[src/rtl/ysyx_22040237_fetch_seq_ctrl_if.sv]
// Instruction-memory fetch channel between the sequencer (master) and the memory (slave).
// Request is level-held until the response; no backpressure on the response side.
interface ysyx_22040237_fetch_seq_ctrl_if;
  logic        imem_req;
  logic [31:0] imem_addr;
  logic        imem_rvalid;
  logic [31:0] imem_rdata;

  modport master (
    output imem_req,
    output imem_addr,
    input  imem_rvalid,
    input  imem_rdata
  );

  modport slave (
    input  imem_req,
    input  imem_addr,
    output imem_rvalid,
    output imem_rdata
  );
endinterface

[src/rtl/ysyx_22040237_fetch_seq_ctrl.sv]
// Multi-cycle fetch/execute sequencer: owns the PC, fetches from variable-latency memory,
// opens a one-cycle execute window per instruction and halts on ebreak or fetch timeout.
module ysyx_22040237_fetch_seq_ctrl #(
  parameter logic [31:0] RESET_PC = 32'h8000_0000,
  parameter int unsigned TIMEOUT  = 255
) (
  input  logic                                 clk,
  input  logic                                 rst,
  input  logic                                 start,
  ysyx_22040237_fetch_seq_ctrl_if.master       imem,
  output logic [31:0]                          inst,
  output logic                                 exec_en,
  output logic [31:0]                          pc,
  input  logic [31:0]                          next_pc,
  input  logic                                 inst_ebreak,
  output logic                                 rf_wr_gate,
  output logic                                 halted,
  output logic                                 fetch_err,
  output logic [63:0]                          retire_cnt
);

  typedef enum logic [1:0] {
    IDLE  = 2'd0,
    FETCH = 2'd1,
    EXEC  = 2'd2,
    HALT  = 2'd3
  } state_t;

  localparam logic [31:0] NOP_INST = 32'h0000_0013;
  // Last wait count at which a missing response is still tolerated.
  localparam logic [7:0]  WAIT_LAST = 8'(TIMEOUT - 1);

  state_t     state;
  logic [7:0] wait_cnt;

  always_ff @(posedge clk or negedge rst) begin
    if (!rst) begin
      state      <= IDLE;
      pc         <= RESET_PC;
      inst       <= NOP_INST;
      fetch_err  <= 1'b0;
      retire_cnt <= 64'd0;
      wait_cnt   <= 8'd0;
    end else begin
      unique case (state)
        IDLE, HALT: begin
          if (start) begin
            state      <= FETCH;
            pc         <= RESET_PC;
            retire_cnt <= 64'd0;
            fetch_err  <= 1'b0;
            wait_cnt   <= 8'd0;
          end
        end
        FETCH: begin
          // A response in the same cycle the budget runs out still wins.
          if (imem.imem_rvalid) begin
            inst     <= imem.imem_rdata;
            wait_cnt <= 8'd0;
            state    <= EXEC;
          end else if (wait_cnt == WAIT_LAST) begin
            fetch_err <= 1'b1;
            wait_cnt  <= 8'd0;
            state     <= HALT;
          end else begin
            wait_cnt <= wait_cnt + 8'd1;
          end
        end
        EXEC: begin
          retire_cnt <= retire_cnt + 64'd1;
          if (inst_ebreak) begin
            state <= HALT;
          end else begin
            pc    <= next_pc;
            state <= FETCH;
          end
        end
        default: state <= IDLE;
      endcase
    end
  end

  // Control outputs are pure state decodes so no input reaches them combinationally.
  assign imem.imem_req  = (state == FETCH);
  assign imem.imem_addr = pc;
  assign exec_en        = (state == EXEC);
  assign rf_wr_gate     = (state == EXEC);
  assign halted         = (state == HALT);

endmodule

[src/flat_wrapper.sv]
// flat-port wrapper written by rule: the top's interface ports become plain ports
module ysyx_22040237_fetch_seq_ctrl_flat 
#(
  parameter logic [31:0] RESET_PC = 32'h8000_0000,
  parameter int unsigned TIMEOUT  = 255
)
  (clk, rst, start, inst, exec_en, pc, next_pc, inst_ebreak, rf_wr_gate, halted, fetch_err, retire_cnt, imem_imem_req, imem_imem_addr, imem_imem_rvalid, imem_imem_rdata);
  ysyx_22040237_fetch_seq_ctrl_if imem_i ();
  input  logic clk;
  input  logic rst;
  input  logic start;
  output logic [31:0] inst;
  output logic exec_en;
  output logic [31:0] pc;
  input  logic [31:0] next_pc;
  input  logic inst_ebreak;
  output logic rf_wr_gate;
  output logic halted;
  output logic fetch_err;
  output logic [63:0] retire_cnt;
  output wire logic [$bits(imem_i.imem_req)-1:0] imem_imem_req;
  output wire logic [$bits(imem_i.imem_addr)-1:0] imem_imem_addr;
  input wire logic [$bits(imem_i.imem_rvalid)-1:0] imem_imem_rvalid;
  input wire logic [$bits(imem_i.imem_rdata)-1:0] imem_imem_rdata;
  assign imem_imem_req = imem_i.imem_req;
  assign imem_imem_addr = imem_i.imem_addr;
  assign imem_i.imem_rvalid = imem_imem_rvalid;
  assign imem_i.imem_rdata = imem_imem_rdata;
  ysyx_22040237_fetch_seq_ctrl #(.RESET_PC(RESET_PC), .TIMEOUT(TIMEOUT)) u_core (.clk(clk), .rst(rst), .start(start), .imem(imem_i), .inst(inst), .exec_en(exec_en), .pc(pc), .next_pc(next_pc), .inst_ebreak(inst_ebreak), .rf_wr_gate(rf_wr_gate), .halted(halted), .fetch_err(fetch_err), .retire_cnt(retire_cnt));
endmodule
[config.mk]
export PLATFORM = sky130hd
export DESIGN_NAME = ysyx_22040237_fetch_seq_ctrl_flat
export DESIGN_NICKNAME = d
export VERILOG_FILES = /design/src/rtl/ysyx_22040237_fetch_seq_ctrl_if.sv /design/src/rtl/ysyx_22040237_fetch_seq_ctrl.sv /design/src/flat_wrapper.sv
export SDC_FILE = /design/constraint.sdc
export NUM_CORES = 1
export LEC_CHECK = 0
export ABC_AREA = 1
export CORE_MARGIN = 4
export CORE_UTILIZATION = 45
export CTS_CLUSTER_DIAMETER = 120
export CTS_CLUSTER_SIZE = 12
export DETAILED_ROUTE_END_ITERATION = 7
export GPL_TIMING_DRIVEN = 0
export MAX_ROUTING_LAYER = met4
export PLACE_DENSITY = 0.89
export SETUP_SLACK_MARGIN = 0.4
export SYNTH_ARGS = -nofsm -noshare
export SYNTH_HDL_FRONTEND = slang
export SYNTH_SLANG_ARGS = --single-unit
[constraint.sdc]
create_clock -name clk -period 3.4 [get_ports clk]
set_input_delay 1.02 -clock clk [delete_from_list [all_inputs] [get_ports clk]]
set_output_delay 1.02 -clock clk [all_outputs]
set_load 0.005 [all_outputs]
==> results.txt, run 1 <==
The flow ran to the end, and the final reports show no timing, DRC or antenna violations. The number of nets in the synthesized netlist came out at 1119. Global routing finished with a remaining overflow of 0. The starting DRC count in detailed routing is 656. The clock tree skew after final layout is 0.00802 ns. The count of different cell masters after synthesis is 28.

The number of search-and-repair iterations in the first detailed-routing pass is 6. The wire length reported by the detailed router is 22800 um. Once layout is done, the placed cells without fillers occupy 0.0107 mm^2. The final hold violation count came to 0.

The I/O pin count is 234. TritonCTS built the clock tree. The min-delay analysis places its worst path in the category reg -> reg.

The cell count after synthesis came out at 1044. For this design the static power due to leakage is 4.96 nW. The count of cells resized by post-cts repair came out at 0. The net count of the finished layout is 1372. The die extent in y is 137 um. Each instance of the synthesized netlist takes up on average 7.18 um^2. In this run the cell area of the synthesized design comes to between 0.007 and 0.008 mm^2. Setup repair after global routing left no endpoint under its margin. After clock tree synthesis, the setup repair step added 0 buffers.

Grouping stages by cell kind, the critical path spends the most delay in buffers and inverters. The sequential element share of the synthesized area came out at 46.5%. The TritonCTS sink count came out at about 140.

The register bit count reported by yosys is roughly 140. The via count of the first global-routing pass is 7100. The root buffer cell chosen for the clock tree is clkbuf_16. The via count normalized by instance count is 5.02. The core area is 0.0161 mm^2. The wire length per cell came out at 15.0 um.

Walking the worst path, the cells encountered are inv_1, ha_1, buf_4, clkdlybuf4s50_1. The post-detailed-route DRC marker count is 0. For the pin with the worst max-slew slack, the measured transition is ~0.52 ns. The library cell used most frequently in the layout, excluding fill and tap cells, is nand2_1. The maximum number of pins on one net before global-route repair is 99. The detailed placer's ending HPWL is roughly 18000 um. In this design, the stage delay of the slowest critical-path cell is 0.48 ns. The initial antenna violation count came out at 0.

The number of max-slew violations in the final report is 0. Buffers inserted during clock tree synthesis total 17. The initial core utilization came out at 46.5%.

The total number of vias came out at 7651. The critical path is of the reg -> out type. The insertion delay of the later-clocked pin in the worst-skew pair is between 0.4 and 0.5 ns.

The fraction of layout cells with a size suffix above 1 is 7.94%. From left edge to right edge, the die measures around 140 um. The slowest stage of the critical path is the clkdlybuf4s50_1 cell. The worst endpoint required time came out at approximately 2.4 ns. The worst-path maximum fanout is 3. The number of nets still failing antenna checks after routing came out at 0.

The H-tree level count came out at 4. The total routing resource utilization after global routing is 25.1%. The hold buffer count at CTS is 0. The count of max-cap constraint violations came out at 0.

The critical path capture point type is a primary output. The total cell area at the placement stage came out at 0.0101 mm^2. The data arrival time at the worst-slack endpoint is 1.77 ns.

The peak supply drop is 0.000423 V. The worst-case headroom to the max-slew limit came out at around 66%. The clock input transition at the sequential cells of the worst setup and hold paths came out at 0.06 ns.

The kind of start point of the critical path is a flop. In the layout the commonest cells are nand2_1, clkdlybuf4s50_1, nor2_1. The layout overhead on the synthesized area came out at 43.4%.

The wire length of the first global-routing pass came out at 35800 um. The port buffer count is around 230. The maximum operating frequency came out at between 300 and 400 MHz. For this design the ratio of total power to cell area is 647 mW/mm^2. The floorplan step defined a die boundary enclosing around 0.019 mm^2. The synthesis warning total came out at 0. Together, buffers and inverters on the worst path number 3. The total power after layout came out at about 0.0070 W.

The number of antenna repair diodes is 0. The routability congestion estimate is 0.970. The number of setup violations in the final report came out at 0. No sink is reached through more buffers than the 2 on the longest clock path. The final critical path takes up 82.0% of the cycle.

The final critical delay including setup and external delays is 2.79 ns. The number of placement rows is between 40 and 50.
## per-layer routing
layer / global-route usage (%) / vias to the layer above / wire (um)
met2: 38.6 / 325 / 10800
met4: 8.15 / 0 / 434
li1: - / 3736 / -
met1: 33.2 / 3552 / 9710
met5: - / - / 0
met3: 5.81 / 38 / 1910
## cell type report
type                    count  area [um^2]
clock buffers              18          429
fillers                  1342         5370
clock inverters            13          191
well taps                 216          270
flip-flops and latches    139         3480
inverters                  86          323
multi-input cells         760         3330
repair buffers            234         2360
plain buffers              59          360
## tightest hold or removal path, delay by kind of cell, from the launching register on
kind / cells / cell delay, ns
and+or+nand+nor: 2 / 0.10
DFF: 1 / 0.37
## kinds of logic after synthesis
| kind of cell | Yosys count | synth area share, % |
|---|---|---|
| compound gates | 102 | 6.93 |
| xor+xnor | 2 | 0.234 |
| fa+ha+maj | 6 | 1.00 |
| buf+inv | 145 | 9.11 |
| flops | 139 | 46.5 |
| simple gates | 650 | 36.3 |
## flip-flops by register name, summed over array words and instances (netlist names)
name / count
u_core.retire_cnt: 64
u_core.wait_cnt: 8
u_core.fetch_err: 1
u_core.state: 2
u_core.inst: 32
u_core.imem.imem_addr: 32
## synthesized netlist by cell type, drive strengths merged
master,n,share of area (%)
nand4,12,1.0
and2,2,0.17
dfstp,4,1.4
nor3,3,0.20
nor3b,5,0.50
o21bai,3,0.30
ha,6,1.0
clkbuf,14,0.72
nor2,201,11
dfrtp,135,45
a31oi,1,0.083
nand2,363,19
nand3b,4,0.40
o21ai,58,3.9
buf,45,4.1
inv,86,4.3
a21oi,40,2.7
xnor2,2,0.23
nand3,60,4.0
## path summary, 6_finish.rpt
check                                      from                    end  slack, ns  depth (start not counted)
max in group asynchronous                   rst         u_core.inst[0]       2.06                          2
worst min-delay path             u_core.inst[4]         u_core.inst[4]       0.47                          2
worst min register to register   u_core.inst[4]         u_core.inst[4]       0.47                          2
worst max-delay path            u_core.state[0]             rf_wr_gate       0.61                          4
min in group asynchronous                   rst  u_core.retire_cnt[32]       0.50                          1
worst max register to register  u_core.state[0]  u_core.retire_cnt[59]       1.01                         12
## stage by stage
step | worst slack [ns] | hold WS, ns | TNS (ns) | instances | utilization (%)
2_1_floorplan | 1.42 | 0.457 | 0 | 1044 | -
3_3_place_gp | -4.31 | 0.456 | -589.56 | 1493 | 62.7
3_5_place_dp | 0.481 | 0.463 | 0 | 1494 | 62.8
4_1_cts | 0.578 | 0.471 | 0 | 1525 | 66.7
5_1_grt | 0.514 | 0.493 | 0 | 1525 | 66.7
6_report | 0.611 | 0.470 | 0 | 1525 | 66.7
## where the power goes
group | switching, W | internal, W
Sequential | 0.000251 | 0.00202
Clock | 0.000734 | 0.00123
Combinational | 0.00133 | 0.00139
Power figures use the tool's default switching activity.
==> run 2: changes to the inputs <==
--- a/config.mk
+++ b/config.mk
@@ -7,7 +7,7 @@
 export LEC_CHECK = 0
 export ABC_AREA = 1
 export CORE_MARGIN = 4
-export CORE_UTILIZATION = 45
+export CORE_UTILIZATION = 43
 export CTS_CLUSTER_DIAMETER = 120
 export CTS_CLUSTER_SIZE = 12
 export DETAILED_ROUTE_END_ITERATION = 7
==> constraint.sdc (replaced) <==
create_clock -name clk -period 2.3 [get_ports clk]
set_input_delay 0.69 -clock clk [delete_from_list [all_inputs] [get_ports clk]]
set_output_delay 0.69 -clock clk [all_outputs]
set_load 0.005 [all_outputs]
==> run 2 against run 1 <==
Utilization grew 3.7 points. Cell count grew 9.0%. Clock power increased by 50%. Sequential cell count is the same. Clock-buffer cell count up 1. Combinational power is 75% higher. Power grew 58%. Worst setup slack worse by 0.34 ns. Clock skew rose by 0.0071 ns. Register-to-register slack worse by 0.74 ns. Sequential power increased by 46%. Critical path type is now reg -> reg. Largest cell class is now multi-input gates. Highest routed layer unchanged.
==> results.txt, run 2 (same netlist as run 1, synthesis figures left out) <==
The depth of the worst register-to-register path is 13 (+1). The power density over cell area is 912 mW/mm^2 (+41%). The startpoint of the worst-slack reg-to-reg timing path is u_core.state[1]. The insertion delay of the later-clocked pin in the worst-skew pair came out at 0.44 ns (about the same). The largest buffer count on any clock path came to 2 (unchanged). The clock tree skew after final layout is 0.0151 ns (+0.00707 ns). The net count of the finished layout is 1499 (+9.3%). The critical path ends at u_core.retire_cnt[26].

The sequential standard cell area was 0.00349 mm^2 (+0.32%). The flop-to-flop setup slack came out at 0.27 ns (-0.74 ns). The worst-path maximum fanout is 7 (+4). The die extent in y is 140 um (+2.2%). The kind of start point of the critical path is a flop. The slew at the pin with the worst max-slew slack is 0.545 ns (+0.0284 ns). The core area came to 0.0172 mm^2 (+6.6%). The data arrival time at the worst-slack endpoint was 2.35 ns (+0.58 ns). The number of nets still failing antenna checks after routing is 0 (unchanged). The post-detailed-route DRC marker count came out at 0 (unchanged). The wire length reported by the detailed router came out at 27400 um (+20%). In the layout the commonest cells are nand2_1, nor2_1, buf_4. The starting DRC count in detailed routing is 827 (+26%). The routability congestion estimate came out at 0.965 (-0.53%). The count of fill cells added during filler insertion is 1305 (-2.8%). The final critical delay including setup and external delays is between 2 and 2.5 ns. Setup repair after global routing could not meet its margin everywhere. The width of the die came out at 140 um (+2.2%).

The number of setup violations in the final report is 0 (unchanged). The hold buffer count at CTS is 0 (unchanged). The number of placement rows came out at 48 (+4.3%). The layout overhead on the synthesized area came out at 61.3%. The clock input transition at the sequential cells of the worst setup and hold paths was 0.07 ns (about the same). The H-tree level count came out at 4 (unchanged). The worst setup path is captured at a flop. The final global-route overflow total is 0 (unchanged). The number of buffers inserted during clock tree synthesis is 17 (unchanged). The leakage power summed over all cells came to 6.32 nW (+27%).

The area used by multi-input combinational logic is 0.00384 mm^2 (+15%). The endpoint identified for the worst register-to-register timing path is u_core.retire_cnt[26]. The via count of the first global-routing pass is 8204 (+16%). The worst-case headroom to the max-slew limit is 63.6% (-1.9 points). The worst setup path is of the reg -> reg kind. The number of search-and-repair iterations in the first detailed-routing pass came out at 7 (+1). The via count normalized by instance count came out at 5.20 (+3.7%). The initial core utilization is 43.6% (-2.9 points). The cell sitting at the root of the clock tree is a clkbuf_16. The TritonCTS sink count came to 139 (unchanged). The number of flip-flops in the largest register was 64 (unchanged).

The maximum number of pins on one net before global-route repair is 99 (unchanged). The overall die area is 0.0196 mm^2 (+4.4%). The number of max-slew violations in the final report is 0 (unchanged).

The final period utilization came out at a little under 90%. The logic gate share of total power is 43.2% (+4.1 points). The final hold violation count is 0 (unchanged). TritonCTS built the clock tree.

The maximum operating frequency is around 500 MHz. The sequential fraction of design power is 30.1% (-2.6 points). The count of max-cap constraint violations came to 0 (unchanged).

The wire length of the first global-routing pass came out at 41100 um (+15%). The port buffer count is 233 (unchanged). The most critical setup path has its startpoint at u_core.state[1]. The total routing resource utilization after global routing was 26.9% (+1.8 points). The setup slack after placement is -0.233 ns (-0.714 ns).

The fraction of layout cells with a size suffix above 1 came to 25.1% (+17 points). The detailed placer's ending HPWL is 17900 um (+1.5%). The total power after layout is 0.0110 W (+58%). The I/O pin count is 234 (unchanged). The initial antenna violation count came out at 0 (unchanged). The peak supply drop is 0.000601 V (+42%). The wire length per cell is 16.5 um (+10%). The total number of vias is 8651 (+13%). The internal power consumption came out at 0.00715 W (+54%). The flow ran to the end, and the final reports show no timing, DRC or antenna violations. The part of the total power dissipated in the clock network came out at 26.7% (-1.5 points). The total negative setup slack was 0 ns (unchanged). The register with the most flip-flops in the final layout is u_core.retire_cnt. The tightest min-delay check is of the in -> async type. The power spent charging and discharging nets was 0.00387 W (+67%). The final critical-path setup slack is 0.274 ns (-0.337 ns).

The worst endpoint required time was 2.62 ns (+0.24 ns). The switching share of power is 35.1% (+1.8 points). The most common cell after layout, fill and taps aside is nand2_1.
==> run 2: changes by cell type in the layout (fill, tap and decap cells not counted), moves of 15 or more <==
cell             before  now
clkdlybuf4s50_1     232   66
dlygate4sd2_1         0  125
buf_4                34  149
nor2_1              187  149
clkbuf_2              1   26
nor2_4                2   25
nand2_1             353  332
buf_6                 1   19
nor2_2                9   24
==> run 2: cell type report <==
class | instances | area share (%)
Antenna cell | 1 | 0.0207
Buffer | 59 | 3.51
Clock buffer | 19 | 3.58
Clock inverter | 13 | 1.57
Inverter | 86 | 2.69
Multi-Input combinational cell | 760 | 31.8
Sequential cell | 139 | 28.9
Tap cell | 225 | 2.33
Timing Repair Buffer | 361 | 25.6
==> run 2: power groups by stage <==
| stage | logic [W] | registers (W) | clock network [W] |
|---|---|---|---|
| floorplan | 0.00186 | 0.00337 | 0 |
| global placement | 0.00393 | 0.00338 | 0 |
| detailed placement | 0.00406 | 0.00339 | 0 |
| CTS | 0.00424 | 0.00332 | 0.00297 |
| global route | 0.00522 | 0.00338 | 0.00309 |
| finish | 0.00476 | 0.00332 | 0.00294 |
==> run 2: worst min path at each step <==
stage | start | end | slack, ns | depth (start not counted)
final | rst | u_core.retire_cnt[37] | 0.15 | 1
after global routing | rst | u_core.retire_cnt[37] | 0.17 | 1
after CTS | rst | u_core.retire_cnt[37] | 0.17 | 1
after detailed placement | u_core.inst[11] | u_core.inst[11] | 0.47 | 2
after global placement | u_core.inst[1] | u_core.inst[1] | 0.45 | 2
after floorplan | rst | u_core.fetch_err | 0.39 | 0
==> run 2: per-stage QoR <==
stage          util (%)  hold WS, ns  instance area, um^2  cells
2_1_floorplan         -        0.394                 7500   1044
3_3_place_gp       58.9        0.455                10100   1502
3_5_place_dp       59.0        0.465                10100   1503
4_1_cts            66.7        0.166                11400   1629
5_1_grt            70.4        0.169                12100   1662
6_report           70.4        0.146                12100   1663
==> run 2: metal layers <==
| metal | vias to the layer above | track usage (%) | wire (um) |
|---|---|---|---|
| li1 | 3997 | - | - |
| met1 | 4042 | 32.1 | 10500 |
| met4 | 0 | 11.8 | 1010 |
| met2 | 511 | 44.0 | 13400 |
| met3 | 101 | 5.94 | 2410 |
| met5 | - | - | 0 |
==> run 2: timing repair <==
action	4_1_cts	5_1_grt
resized for setup	259	174
endpoints found under the setup margin	258	143
pin swaps	4	40
cloned	0	0
buffers inserted	94	33
==> run 2: critical path, cell delays in order (launching register included) <==
cell and delay [ns]:
dfrtp_1 0.40, buf_6 0.13, ha_4 0.27, inv_4 0.09
nand2_4 0.07, nand2_8 0.11, nand2_8 0.07, nor2_8 0.15
nand2_4 0.09, nor2_8 0.22, buf_4 0.16, nand2_1 0.05
nand2_1 0.07, nor2_1 0.05
